### src/rtl/uart_frame_pkg.sv
// Shared types and constants for the UART frame receiver: parser states,
// verdict error codes and the default start-of-frame marker.
package uart_frame_pkg;

   typedef enum logic [1:0] {
      ST_IDLE    = 2'd0,
      ST_LEN     = 2'd1,
      ST_PAYLOAD = 2'd2,
      ST_CSUM    = 2'd3
   } state_e;

   typedef enum logic [1:0] {
      ERR_NONE    = 2'd0,
      ERR_CSUM    = 2'd1,
      ERR_LEN     = 2'd2,
      ERR_TIMEOUT = 2'd3
   } err_code_e;

   localparam logic [7:0] SOF_DEFAULT = 8'h7E;

endpackage

### src/rtl/uart_frame_timeout.sv
// Inter-byte watchdog: counts ticks up to TimeoutCycles and holds there,
// flagging expiry until cleared.
module uart_frame_timeout #(
   parameter int unsigned TimeoutCycles = 10_000
) (
   input  logic i_clk,
   input  logic i_rst,
   input  logic i_clear,
   input  logic i_tick,
   output logic o_expired
);

   localparam int unsigned CntW = $clog2(TimeoutCycles + 1);
   localparam logic [CntW-1:0] Term = CntW'(TimeoutCycles);

   logic [CntW-1:0] cnt_q, cnt_d;

   // NOTE: the default assignment first means every path assigns cnt_d, so no latch is inferred.
   always_comb begin
      cnt_d = cnt_q;
      if (i_clear) begin
         cnt_d = '0;
      end else if (i_tick && (cnt_q != Term)) begin
         cnt_d = cnt_q + 1'b1;
      end
   end

   // NOTE: sequential state uses non-blocking assignments so all flops update together at the edge.
   always_ff @(posedge i_clk) begin
      if (i_rst) begin
         cnt_q <= '0;
      end else begin
         cnt_q <= cnt_d;
      end
   end

   assign o_expired = (cnt_q == Term);

endmodule

### src/rtl/uart_frame_rx.sv
// Pops bytes from the UART RX FIFO, hunts for SOF, parses LEN/payload/CSUM
// frames, streams payload on valid/ready and pulses an ok/error verdict.
module uart_frame_rx
   import uart_frame_pkg::*;
#(
   parameter logic [7:0]  SofByte       = SOF_DEFAULT,
   parameter int unsigned MaxLen        = 64,
   parameter int unsigned TimeoutCycles = 10_000
) (
   input  logic        i_clk,
   input  logic        i_rst,
   input  logic        i_rx_rdy,
   input  logic [7:0]  i_rx_data,
   output logic        o_rx_req,
   output logic [7:0]  o_pl_data,
   output logic        o_pl_valid,
   input  logic        i_pl_ready,
   output logic        o_pl_last,
   output logic        o_frame_ok,
   output logic        o_frame_err,
   output logic [1:0]  o_err_code,
   output logic [15:0] o_ok_count,
   output logic [7:0]  o_err_count
);

   localparam logic [7:0] MaxLenB = 8'(MaxLen);

   state_e     state_q;
   logic [7:0] sum_q, remain_q, pl_data_q;
   logic       pl_valid_q, pl_last_q, ok_q, err_q;
   err_code_e  err_code_q;
   logic [15:0] ok_cnt_q;
   logic [7:0]  err_cnt_q;

   logic       pop_allowed, pop, expired, timed_out;
   logic       ok_set, err_set;
   err_code_e  err_set_code;
   logic [7:0] sum_next;

   // NOTE: kept as an 8-bit net so the zero test wraps; inline it would widen and keep the carry.
   assign sum_next = sum_q + i_rx_data;

   always_comb begin
      pop_allowed = 1'b0;
      unique case (state_q)
         ST_IDLE, ST_LEN: pop_allowed = 1'b1;
         ST_PAYLOAD:      pop_allowed = !pl_valid_q || i_pl_ready;
         ST_CSUM:         pop_allowed = !pl_valid_q;
         default:         pop_allowed = 1'b0;
      endcase
   end

   // An expiring frame must not swallow a byte that belongs to the next one.
   assign timed_out = expired && (state_q != ST_IDLE);
   assign pop       = i_rx_rdy && pop_allowed && !timed_out && !i_rst;
   assign o_rx_req  = pop;

   always_comb begin
      ok_set       = 1'b0;
      err_set      = 1'b0;
      err_set_code = ERR_NONE;
      if (timed_out) begin
         err_set      = 1'b1;
         err_set_code = ERR_TIMEOUT;
      end else if (pop && (state_q == ST_LEN) && (i_rx_data > MaxLenB)) begin
         err_set      = 1'b1;
         err_set_code = ERR_LEN;
      end else if (pop && (state_q == ST_CSUM)) begin
         if (sum_next == 8'd0) begin
            ok_set = 1'b1;
         end else begin
            err_set      = 1'b1;
            err_set_code = ERR_CSUM;
         end
      end
   end

   uart_frame_timeout #(.TimeoutCycles(TimeoutCycles)) u_timeout (
      .i_clk     (i_clk),
      .i_rst     (i_rst),
      .i_clear   (pop || (state_q == ST_IDLE)),
      .i_tick    ((state_q != ST_IDLE) && !i_rx_rdy),
      .o_expired (expired)
   );

   always_ff @(posedge i_clk) begin
      if (i_rst) begin
         state_q    <= ST_IDLE;
         sum_q      <= '0;
         remain_q   <= '0;
         pl_data_q  <= '0;
         pl_valid_q <= 1'b0;
         pl_last_q  <= 1'b0;
         ok_q       <= 1'b0;
         err_q      <= 1'b0;
         err_code_q <= ERR_NONE;
         ok_cnt_q   <= '0;
         err_cnt_q  <= '0;
      end else begin
         ok_q       <= ok_set;
         err_q      <= err_set;
         err_code_q <= err_set_code;
         if (ok_set && (ok_cnt_q != 16'hFFFF)) ok_cnt_q <= ok_cnt_q + 1'b1;
         if (err_set && (err_cnt_q != 8'hFF)) err_cnt_q <= err_cnt_q + 1'b1;

         if (pl_valid_q && i_pl_ready) begin
            pl_valid_q <= 1'b0;
            pl_last_q  <= 1'b0;
         end

         if (timed_out) begin
            state_q <= ST_IDLE;
         end else if (pop) begin
            unique case (state_q)
               ST_IDLE: begin
                  if (i_rx_data == SofByte) begin
                     state_q <= ST_LEN;
                     sum_q   <= '0;
                  end
               end
               ST_LEN: begin
                  sum_q <= i_rx_data;
                  if (i_rx_data == 8'd0) begin
                     state_q <= ST_CSUM;
                  end else if (i_rx_data > MaxLenB) begin
                     state_q <= ST_IDLE;
                  end else begin
                     remain_q <= i_rx_data;
                     state_q  <= ST_PAYLOAD;
                  end
               end
               ST_PAYLOAD: begin
                  sum_q      <= sum_next;
                  pl_data_q  <= i_rx_data;
                  pl_valid_q <= 1'b1;
                  pl_last_q  <= (remain_q == 8'd1);
                  remain_q   <= remain_q - 1'b1;
                  if (remain_q == 8'd1) state_q <= ST_CSUM;
               end
               ST_CSUM: begin
                  sum_q   <= sum_next;
                  state_q <= ST_IDLE;
               end
               default: state_q <= ST_IDLE;
            endcase
         end
      end
   end

   assign o_pl_data   = pl_data_q;
   assign o_pl_valid  = pl_valid_q;
   assign o_pl_last   = pl_last_q;
   assign o_frame_ok  = ok_q;
   assign o_frame_err = err_q;
   assign o_err_code  = err_code_q;
   assign o_ok_count  = ok_cnt_q;
   assign o_err_count = err_cnt_q;

endmodule
### config.mk
export PLATFORM = sky130hd
export DESIGN_NAME = uart_frame_rx
export DESIGN_NICKNAME = d
export VERILOG_FILES = /design/src/rtl/uart_frame_pkg.sv /design/src/rtl/uart_frame_timeout.sv /design/src/rtl/uart_frame_rx.sv
export SDC_FILE = /design/constraint.sdc
export NUM_CORES = 1
export LEC_CHECK = 0
export ABC_AREA = 1
export CORE_UTILIZATION = 45
export DETAILED_ROUTE_END_ITERATION = 10
export GPL_ROUTABILITY_DRIVEN = 0
export PLACE_DENSITY_LB_ADDON = 0.1
export SLEW_MARGIN = 10
export SYNTH_ARGS = -nofsm -noshare
export SYNTH_HDL_FRONTEND = slang
export SYNTH_SLANG_ARGS = --single-unit
### constraint.sdc
create_clock -name i_clk -period 3.73 [get_ports i_clk]
set_input_delay 0.746 -clock i_clk [delete_from_list [all_inputs] [get_ports i_clk]]
set_output_delay 0.746 -clock i_clk [all_outputs]
set_load 0.005 [all_outputs]
==> impl_summary.txt <==
----------------------------------------------------
[Power]
  Fraction of power consumed by sequential logic ... 49.4%
  Net Sw Power ... 361 uW
  Internal ... 1.15 mW
  Max VDD drop ... 0.199 mV
  Switching power as a share of total power ... 23.9%
  Leakage Power ... 1.96 nW
  Power Dens Cells ... 295 nW/um^2
  Share of total power in the clock network ... 45.8%
  Comb power frac ... 4.8%

[Setup path]
  Reg-to-Reg End ... o_ok_count[9]$_SDFFE_PP0P_
  CP required ... 2980 ps
  Sort of element at the start of the critical path ... flop
  Critical path endpoint category ... output pin
  Category of the critical setup timing path ... flop to output pin
  Worst r2r path cells ... 13
  Maximum net fanout on the critical path ... 12
  Arrival time at the worst endpoint ... 2620 ps
  Startpoint of the most critical register-to-register path ... state_q[0]$_SDFFE_PP0P_
  Setup slack of the worst register-to-register path ... 1190 ps

[Timing]
  Total negative slack for setup checks ... 0 ps
  Setup repair after global routing missed its margin ... no
  Final count of hold timing violations ... 0
  Number of slew-limit violations in the final report ... 0
  Count of final setup violators ... 0
  Max Clk Rate ... 0.297 GHz
  Final clock skew ... 14.7 ps
  Worst relative slew slack ... 59.2%
  Setup WS post-layout ... 365 ps
  Ratio of final minimum period to clock period ... 90.2%
  Worst-margin pin slew ... 611 ps
  Final critical path time including I/O delays and setup ... 3370 ps

[Global route]
  Initial antenna violation count ... 0
  Global route total overflow ... 0
  Via count of the first global-routing pass ... 3951
  Wire length of the first global-routing pass ... 17.6 mm
  Aggregate global-route resource usage ... 22.0%
  Largest net degree at the start of global routing ... 37

[Route]
  Met2 Routed Length ... 4.79 mm
  Final wirelength ... 10.4 mm
  Number of remaining DRC errors ... 0
  Routed met1 length ... 4.91 mm
  Highest metal layer with signal wires ... met4
  Post-detailed-route count of antenna-violating nets ... 0
  Overall via count from detail_route ... 4204
  Routed wire per std cell ... 12.8 um
  Average vias per placed instance ... 5.21
  Pre-antenna DRT Iters ... 5
  Starting DRT DRC Count ... 207
  Sum of met3 wire segment lengths after detailed routing ... 489 um

[Clock tree]
  Source-to-sink clock delay at the later pin of the worst-skew pair ... 360 ps
  TritonCTS clock tree ... yes
  Largest buffer count on any clock path ... 2
  Resize count post-CTS ... 0
  Number of sinks driven by the clock tree ... 70
  H-tree levels ... 3
  Clock transition at the registers of the reported paths ... 80 ps
  Cell chosen for the clock root ... sky130_fd_sc_hd__clkbuf_8
  Post-cts hold buffer count ... 0
  TritonCTS buffer count ... 9
  Number of buffers inserted by post-CTS setup repair ... 0

[Synth]
  Most common cell in the synthesized netlist ... sky130_fd_sc_hd__nand2_1
  Top cell type's share of synthesized area ... 32.4%
  Mapped Cells ... 622
  Proportion of synthesized chip area in sequential cells ... 32.4%
  Top cells by count, synth ... sky130_fd_sc_hd__nand2_1 (147), sky130_fd_sc_hd__dfxtp_1 (70), sky130_fd_sc_hd__a21oi_1 (69)
  Share of flip-flops with an asynchronous set or reset after synthesis ... 0%
  Most instantiated flip-flop cell in the synthesis netlist ... sky130_fd_sc_hd__dfxtp_1
  Average cell area after synthesis ... 6.94 um^2
  Syn Std Cell Area ... 4320 um^2
  Number of synthesized flops with an enable pin ... 0
  Largest cells by area after synthesis ... sky130_fd_sc_hd__dfxtp_1 (32%), sky130_fd_sc_hd__nand2_1 (13%), sky130_fd_sc_hd__a21oi_1 (8.0%)
  Post-synth cell types ... 44
  Register bit count reported by yosys ... 70
  Total of warnings raised by yosys ... 0
  Syn nets ... 652
  Library cell occupying the most area in the post-synthesis netlist ... sky130_fd_sc_hd__dfxtp_1

[Floorplanning]
  Count of standard-cell rows ... 35
  Starting density of the core ... 46.5%
  Area enclosed by the die boundary ... 9990 um^2
  Die width ... 100 um
  Die height ... 100 um
  Core outline area ... 9280 um^2
  Top-Level Pins ... 51

[Min path]
  Hold path endpoint ... sum_q[3]$_SDFFE_PP0P_
  Hold WC Path Type ... flop to flop
  Min-Delay Path Depth ... 2
  Hold_sp ... sum_q[3]$_SDFFE_PP0P_

[Place]
  Placed instance area ... 4910 um^2
  Post-placement setup slack ... 481 ps
  Count of placed standard cells including taps ... 791
  # port buffers ... 50
  Detail Placement HPWL ... 7.61 mm

[Final layout]
  Fin nets ... 703
  Final core area utilization ... 55.3%
  Post-layout instance count excluding filler cells ... 807
  Final instance area ... 5130 um^2
  Synthesis-to-layout area growth ... 18.8%
  Fraction of layout instances using a drive strength above 1 ... 7.08%
  Antenna cells ... 0

[Outcome]
  Run status ... finished, final reports clean

[Run]
  Number of max-cap violations ... 0

----------------------------------------------------
[cells in the final DEF (no fill, tap or decap), drive strengths merged, types with 2 or more instances in the layout]
| cell | netlist | final |
|---|---|---|
| dfxtp | 70 | 70 |
| nand3 | 53 | 53 |
| bufinv | 0 | 2 |
| o22ai | 7 | 7 |
| clkbuf | 3 | 9 |
| nand2 | 153 | 153 |
| xor2 | 16 | 16 |
| nor3b | 2 | 2 |
| clkdlybuf4s50 | 0 | 50 |
| or2 | 3 | 3 |
| clkinv | 1 | 5 |
| nor3 | 14 | 14 |
| xnor2 | 11 | 11 |
| nor4 | 3 | 3 |
| nor2 | 55 | 55 |
| inv | 71 | 71 |
| o21ai | 27 | 27 |
| ha | 17 | 17 |
| a21oi | 69 | 69 |
| buf | 9 | 3 |
| nand3b | 3 | 3 |
| nand4 | 27 | 27 |
[power by group through the flow]
stage                     registers, mW  clock network, mW  logic (mW)
after detailed placement          0.764                  0      0.0723
after floorplan                   0.764                  0      0.0429
after CTS                         0.747              0.703      0.0726
after global routing              0.747              0.734      0.0809
after global placement            0.764                  0      0.0714
final                             0.747              0.692      0.0726
[worst max-delay path, stage by stage (launching register included)]
cell,delay [ps]
sky130_fd_sc_hd__dfxtp_1,420
sky130_fd_sc_hd__inv_1,110
sky130_fd_sc_hd__ha_1,360
sky130_fd_sc_hd__inv_2,210
sky130_fd_sc_hd__nand2_2,100
sky130_fd_sc_hd__nand3_1,80
sky130_fd_sc_hd__nand2_1,60
sky130_fd_sc_hd__clkinv_1,70
sky130_fd_sc_hd__nand3_4,170
sky130_fd_sc_hd__inv_2,140
sky130_fd_sc_hd__clkdlybuf4s50_1,540
[per-stage QoR]
step | total power [mW] | hold WS, ps
2_1_floorplan | 0.807 | 442
3_3_place_gp | 0.836 | 455
3_5_place_dp | 0.837 | 461
4_1_cts | 1.52 | 474
5_1_grt | 1.56 | 484
6_report | 1.51 | 468
[flip-flops by register name, indices dropped and copies added (netlist names), named ones only]
name and count:
o_frame_ok 1, u_timeout.cnt_q 14, o_ok_count 16, o_pl_last 1
o_err_count 8, o_pl_valid 1, o_frame_err 1, remain_q 8
state_q 1, o_pl_data 8, o_err_code 2, sum_q 8
[logic make-up (layout without fill, tap and decap cells)]
group | after synthesis | after routing | synth area share (%)
xor gates and xnor gates | 27 | 27 | 5.47
and+or+nand+nor | 314 | 314 | 35.2
AOI/OAI and AO/OA | 108 | 108 | 13.0
buffers and inverters | 85 | 141 | 8.52
adders and majority gates | 18 | 18 | 5.39
DFF | 70 | 70 | 32.4
[how the worst max path moves through the flow]
stage	from	end	slack (ps)	cells after the start
2_1_floorplan	i_rx_data[0]	o_ok_count[10]$_SDFFE_PP0P_	1250	12
3_3_place_gp	i_rx_data[0]	o_err_count[7]$_SDFFE_PP0P_	560	16
3_5_place_dp	i_rx_data[0]	o_ok_count[9]$_SDFFE_PP0P_	480	12
4_1_cts	state_q[0]$_SDFFE_PP0P_	o_rx_req	340	10
5_1_grt	state_q[0]$_SDFFE_PP0P_	o_rx_req	160	10
6_report	state_q[0]$_SDFFE_PP0P_	o_rx_req	360	10
[layout make-up]
cell class,instances,area [um^2]
clock inverters,7,98.8
flip-flops and latches,70,1400
repair buffers,53,523
clock buffers,9,124
multi-input cells,467,2550
inverters,72,273
fillers,937,4150
well taps,129,161
[per-layer routing]
layer  vias to the layer above  track usage (%)
met5                         -                0
met4                         0             8.92
met3                        17             4.11
met2                        98             35.9
met1                      1914             28.6
li1                       2175                -
Note: power is estimated with default switching activity, not from simulation.
